### src/rtl/digest_pkg.sv
// Shared definitions for the digest checker and its downstream consumers.
// The status codes are also used by the validity register's PASS check.
package digest_pkg;

  localparam int DEF_WORD_W    = 32;
  localparam int DEF_NUM_WORDS = 8;

  localparam logic [2:0] ST_IDLE    = 3'd0;
  localparam logic [2:0] ST_PASS    = 3'd1;
  localparam logic [2:0] ST_FAIL    = 3'd2;
  localparam logic [2:0] ST_BUSY    = 3'd3;
  localparam logic [2:0] ST_ERROR   = 3'd4;
  localparam logic [2:0] ST_TIMEOUT = 3'd5;

  typedef enum logic [1:0] {
    S_IDLE    = 2'd0,
    S_COMPARE = 2'd1,
    S_DONE    = 2'd2
  } state_t;

  // Word index width; a single-word digest still needs a 1-bit index.
  function automatic int idx_width(input int n);
    return (n > 1) ? $clog2(n) : 1;
  endfunction

endpackage

### src/rtl/digest_check_idle_timer.sv
// Idle-cycle counter: counts enabled cycles since the last clear and flags
// the cycle in which the count reaches TIMEOUT-1 while still enabled.
module idle_timer #(
  parameter int TIMEOUT = 1024
) (
  input  logic clk,
  input  logic reset,
  input  logic clear,
  input  logic enable,
  output logic expire
);

  localparam int CNT_W = $clog2(TIMEOUT);
  localparam logic [CNT_W-1:0] LIMIT = CNT_W'(TIMEOUT - 1);

  logic [CNT_W-1:0] count;

  // Count idle cycles; clear has priority so an accept restarts the window.
  always_ff @(posedge clk) begin
    if (reset || clear) begin
      count <= '0;
    end else if (enable) begin
      count <= count + CNT_W'(1);
    end
  end

  assign expire = enable && !clear && (count == LIMIT);

endmodule

### src/rtl/digest_check.sv
// Streams a hash core's digest word by word, compares it against an expected
// digest captured at start, and holds a 3-bit result code until the next run.
module digest_check
  import digest_pkg::*;
#(
  parameter int  WORD_W    = DEF_WORD_W,
  parameter int  NUM_WORDS = DEF_NUM_WORDS,
  parameter int  TIMEOUT   = 1024,
  localparam int IDX_W     = idx_width(NUM_WORDS)
) (
  input  logic                        clk,
  input  logic                        reset,
  input  logic                        start,
  input  logic [WORD_W*NUM_WORDS-1:0] exp_digest,
  input  logic                        in_valid,
  input  logic [WORD_W-1:0]           in_data,
  input  logic                        in_last,
  output logic                        in_ready,
  output logic [2:0]                  status,
  output logic [IDX_W-1:0]            mismatch_idx,
  output logic                        done
);

  localparam logic [IDX_W-1:0] LAST_IDX = IDX_W'(NUM_WORDS - 1);

  state_t            state;
  logic [WORD_W-1:0] exp_words [NUM_WORDS];
  logic [IDX_W-1:0]  idx;
  logic              mismatch_flag;

  logic accept;
  logic word_mismatch;
  logic final_word;
  logic timer_clear;
  logic timer_enable;
  logic timer_expire;

  assign accept        = in_valid && in_ready;
  assign word_mismatch = (in_data != exp_words[idx]);
  assign final_word    = in_last || (idx == LAST_IDX);

  // The idle window only runs while waiting for a word in COMPARE.
  assign timer_clear  = !in_ready || accept || start;
  assign timer_enable = in_ready && !in_valid;

  idle_timer #(
    .TIMEOUT(TIMEOUT)
  ) u_idle_timer (
    .clk   (clk),
    .reset (reset),
    .clear (timer_clear),
    .enable(timer_enable),
    .expire(timer_expire)
  );

  // Control FSM: start (re)arms a comparison from any state, accepted words
  // are checked against the captured digest, and the run ends on the final
  // word, a length violation, or an idle timeout.
  always_ff @(posedge clk) begin
    if (reset) begin
      state         <= S_IDLE;
      status        <= ST_IDLE;
      in_ready      <= 1'b0;
      done          <= 1'b0;
      mismatch_idx  <= '0;
      idx           <= '0;
      mismatch_flag <= 1'b0;
      for (int i = 0; i < NUM_WORDS; i++) begin
        exp_words[i] <= '0;
      end
    end else begin
      done <= 1'b0;
      if (start) begin
        for (int i = 0; i < NUM_WORDS; i++) begin
          exp_words[i] <= exp_digest[i*WORD_W +: WORD_W];
        end
        idx           <= '0;
        mismatch_flag <= 1'b0;
        mismatch_idx  <= '0;
        status        <= ST_BUSY;
        in_ready      <= 1'b1;
        state         <= S_COMPARE;
      end else if (state == S_COMPARE) begin
        if (accept) begin
          if (word_mismatch && !mismatch_flag) begin
            mismatch_flag <= 1'b1;
            mismatch_idx  <= idx;
          end
          if (final_word) begin
            state    <= S_DONE;
            in_ready <= 1'b0;
            done     <= 1'b1;
            if (in_last && (idx == LAST_IDX)) begin
              status <= (mismatch_flag || word_mismatch) ? ST_FAIL : ST_PASS;
            end else begin
              status <= ST_ERROR;
            end
          end else begin
            idx <= idx + IDX_W'(1);
          end
        end else if (timer_expire) begin
          state    <= S_DONE;
          in_ready <= 1'b0;
          done     <= 1'b1;
          status   <= ST_TIMEOUT;
        end
      end
    end
  end

endmodule

### config.mk
export PLATFORM = sky130hd
export DESIGN_NAME = digest_check
export DESIGN_NICKNAME = d
export VERILOG_FILES = /design/src/rtl/digest_pkg.sv /design/src/rtl/digest_check_idle_timer.sv /design/src/rtl/digest_check.sv
export SDC_FILE = /design/constraint.sdc
export NUM_CORES = 1
export LEC_CHECK = 0
export ABC_AREA = 1
export CORE_MARGIN = 1.5
export CORE_UTILIZATION = 52
export DETAILED_ROUTE_END_ITERATION = 10
export GPL_TIMING_DRIVEN = 1
export PLACE_DENSITY = 0.77
export SLEW_MARGIN = 10
export SYNTH_ARGS = -nofsm -noshare
export SYNTH_HDL_FRONTEND = slang
export SYNTH_HIERARCHICAL = 1
export SYNTH_SLANG_ARGS = --single-unit
### constraint.sdc
create_clock -name clk -period 8.35 [get_ports clk]
set_input_delay 1.67 -clock clk [delete_from_list [all_inputs] [get_ports clk]]
set_output_delay 1.67 -clock clk [all_outputs]
set_load 0.02 [all_outputs]
After elaboration in Yosys (flattened, before gate mapping)
Memories as Yosys holds them, arrays and structs flattened. A register that Yosys moved wholly into a read port is not among the register bits.
Index checks and enable logic that the tools add are counted.

storage, ports and cells
  word-level logic and storage cells = 88
  memories = 1
  bits in writable memories = 256
  output and inout bits = 8
  register bits after elaboration = 24
  input bits = 293

memories
  name       depth  bits a word  rd ports  clocked after memory_dff  write ports  RTL line            source
  exp_words  8      32           1         1                         8            digest_check.sv:27  logic [WORD_W-1:0] exp_words [NUM_WORDS];

cells by class
  bitwise operators = 10
  add/sub/neg operators = 2
  equality and inequality tests = 6
  reduce and logical (&&, ||, !) cells = 24
  mux-type cells = 35

operators with widths
  cell                   count
  $mux 32                8
  $ne 32x32->1           1
  $mux 3                 6
  $mux 1                 15
  $mux 2                 6
  $reduce_and 3->1       4
  $add 10x1->10 const B  1
  $eq 10x10->1 const B   1
  $or 1x1->1             8
  $logic_and 1x1->1      6
  $logic_or 1x1->1       5
  $logic_not 1->1        4
  $reduce_bool 2->1      2
  $add 3x1->3 const B    1
  $eq 3x3->1 const B     1
  $ne 3x2->1 const B     1
  $reduce_bool 3->1      1
  $reduce_or 3->1        1
  $eq 2x1->1 const B     1
  $ne 2x1->1 const B     1
  $not 1->1              2
  $reduce_or 2->1        1

Depth between registers and ports, before layout
  depth after elaboration = 10
  gate-level depth with buffers = 19
  gate-level depth less buffers = 17

By module
Netlist, hierarchy kept.

by module, submodules not included
  module        cells each  instances  area an instance (um2)  sequential area each (um2)
  digest_check  1706        1          13850.8                 8007.7
  idle_timer    71          1          476.7                   200.2

Least setup slack after synthesis
OpenSTA, ideal clock, no wires.

  path type = input-to-reg
  from = input port start
  to = memory exp_words[0][0] in the netlist's numbering, enable pin
  required time = 7.740 ns
  slack = 0.980 ns
  cell stages on the path = 2
  arrival time = 6.760 ns
  path buffers = 0
  setup time = 0.610 ns
  path through = nor2_1 > inv_1

RTL lines
  what                RTL line            source
  start: declaration  digest_check.sv:13  input logic start,
  end: declaration    digest_check.sv:27

==> summary.md <==
| Metric | Value |
|---|---|
| Status | complete, no violations |
| Die H | 169 um |
| Worst stage delay on the critical path | 0.61 ns |
| Die width | 169 um |
| Layout cells sized above 1 | 0.0306 |
| GRT overflow | 0 |
| Fin crit share | 0.475 |
| Initial DRC count | 1226 |
| Leading area contributor after synthesis | edfxtp_1 |
| Via-per-instance ratio | 4.98 |
| Fin util | 0.680 |
| Async set or reset register ratio after synthesis | 0 |
| Pre-Repair DR Iteration Count | 6 |
| # rows | 60 |
| Max-cap violations | 0 |
| Primary FF master, synth | edfxtp_1 |
| Ports | 301 |
| Clk slew on worst S/H paths | 0.06 ns |
| R2R Path End | mismatch_idx[2]$_SDFFE_PP0P_ |
| Global-route wire length before repair | 58500 um |
| Critical path arrival | 4.14 ns |
| Hold_buf cts | 0 |
| Initial antenna violation count | 4 |
| Yosys cell types | 28 |
| Seq/Total Area, Yosys | 0.573 |
| Worst clock skew | 0.0191 ns |
| Slowest CP cell | inv_8 |
| RePlAce Congestion | 0.881 |
| Area share of the largest cell type after synthesis | 0.537 |
| Critical path peak fanout | 145 |
| DRT antenna net count | 0 |
| Setup crit start kind | primary input |
| Post-Syn Area | 0.0143 mm^2 |
| CTS tree | done |
| FILL cells | 2175 |
| Avg Inst Size Synth | 8.06 um^2 |
| Largest net degree at the start of global routing | 146 |
| Total number of H-tree levels | 1 |
| Routed WL per cell | 16.0 um |
| Slew headroom | 0.225 |
| Min-delay src | idx[1]$_SDFFE_PP0P_ |
| Internal reg-to-reg setup slack | 4.62 ns |
| WP buf/inv | 4 |
| Layout Nets | 2336 |
| Die area | 0.0286 mm^2 |
| Yosys warns | 6 |
| Core area | 0.0270 mm^2 |
| Critical path class | primary input to flip-flop |
| Post-Layout Cell Count | 2407 |
| Pwr Density | 184 mW/mm^2 |
| Final wirelength | 38400 um |
| LEAKAGE | 0.00879 uW |
| Fmax | 252 MHz |
| Port bufs | 300 |
| Vias in the first global route | 11400 |
| Worst path cell trace | buf_2, buf_4, nor2_1, inv_8, buf_12 |
| Sinks on Clock Net | 282 |
| Sequential cell area | 0.00822 mm^2 |
| Net Count, Synth | 2073 |
| Hold Path Stages | 2 |
| Post-Place Cells | 2350 |
| #FFs+latches synth | 282 |
| Worst hold path type | flip-flop to flip-flop |
| Cells after Synth | 1777 |
| Worst Tran Pin Value | 1.16 ns |
| Final Slew Violations | 0 |
| Top cells by area, synth | edfxtp_1 (54%), nand2_1 (11%), inv_1 (11%), nor2_1 (8.5%), nand3_1 (5.8%) |
| EDFF count, synth | 256 |
| Deepest clock path buffer count | 3 |
| Detail Placement HPWL | 26100 um |
| DRC viols | 0 |
| Reg2reg path depth | 15 |
| Crit. End Element | flip-flop |
| Clock latency on the worst-skew pair | 0.54 ns |
| Peak VDD IR | 0.000128 V |
| Vias | 12000 |
| Area of the multi-input gates | 0.00415 mm^2 |
| RSZ-0062 raised after global routing | no |
| Most frequent cells in the layout | nand2_1 (437), inv_1 (415), nor2_1 (324) |
| WP data required | 8.52 ns |
| Post-CTS Setup Inserts | 0 |
| Hold Fails Final Rpt | 0 |
| Layout area overhead | 28.3% |
| Root Buffer Master | clkbuf_16 |
| Setup violations, final | 0 |
| GRT Total Usage | 0.264 |
| Family with the most delay on the worst path | buffers and inverters |
| Commonest non-fill, non-tap cell in the layout | nand2_1 |
| Post-CTS sizing | 0 |
| TNS Setup | 0 ns |
| Starting Density | 0.530 |
| CTS Buf Count | 29 |
| Min Tclk post-route | 3.97 ns |
metal layers:
layer | up-vias | share of wire | wire length (um) | global-route usage
met5 | - | 0 | 0 | 0
met4 | 0 | 0.032 | 1250 | 0.0958
met3 | 81 | 0.085 | 3280 | 0.0426
met2 | 541 | 0.47 | 17900 | 0.430
met1 | 5456 | 0.42 | 16000 | 0.361
li1 | 5913 | - | - | -
how the worst max path moves through the flow:
| stage | startpoint | end | slack (ns) | cells past startpoint |
|---|---|---|---|---|
| final | reset | exp_words[5][17]$_SDFFCE_PN0P_ | 4.38 | 5 |
| after global routing | reset | exp_words[5][20]$_SDFFCE_PN0P_ | 4.25 | 5 |
| after CTS | reset | exp_words[6][25]$_SDFFCE_PP0P_ | 4.47 | 5 |
| after detailed placement | reset | exp_words[4][21]$_SDFFCE_PN0P_ | 3.92 | 5 |
| after global placement | reset | exp_words[6][23]$_SDFFCE_PP0P_ | 4.00 | 5 |
| after floorplan | start | exp_words[0][0]$_SDFFCE_PN0P_ | 0.98 | 2 |
power breakdown:
group / internal [uW] / switching (uW)
registers: 1660 / 34.4
logic: 205 / 220
clock network: 738 / 536
total: 2600 / 790
kinds of logic (layout without fill, tap and decap cells):
kind of cell,count (synthesis),count (layout),synth area share
simple gates,958,958,0.272
buf+inv,495,780,0.138
flops,282,282,0.573
compound gates,39,39,0.0143
fa+ha+maj,3,3,0.00262
other cells,0,4,0
final cells by class:
class,instances,area share
Timing Repair Buffer,309,0.167
Tap cell,341,0.0232
Clock inverter,10,0.00579
Antenna cell,4,0.000545
Inverter,418,0.0859
Sequential cell,282,0.447
Multi-Input combinational cell,1000,0.226
Clock buffer,43,0.0445
worst reg2reg max path: cells and delay by family, from the launching register on:
family,cells,cell delay [ns]
flops,1,0.59
compound gates,1,0.17
buf+inv,2,1.34
simple gates,12,1.53
registers in the layout (all words and copies together) (netlist names), named ones only:
name / count
exp_words: 256
done: 1
mismatch_flag: 1
mismatch_idx: 3
u_idle_timer/count: 10
status: 3
idx: 3
state: 2
stage by stage:
step	total power, uW	setup slack (ns)	instance area [um^2]	hold slack (ns)
6_report	3390	4.38	18400	0.485
5_1_grt	3510	4.25	18400	0.526
4_1_cts	3400	4.47	18400	0.491
3_5_place_dp	2140	3.92	17400	0.477
3_3_place_gp	2130	4.00	17400	0.463
2_1_floorplan	1930	0.980	14300	0.454
synth_stat cells (5+ instances only):
master    number
inv_1        416
buf_6         10
buf_2         19
buf_1         13
buf_4          5
nand3_1      165
o21ai_0       12
a21oi_1       13
dfxtp_1       26
nor3_1         5
o21ai_1        9
nand3b_1      16
edfxtp_1     256
clkbuf_1      30
nand2_1      438
nor2_1       324
Power figures use the tool's default switching activity.
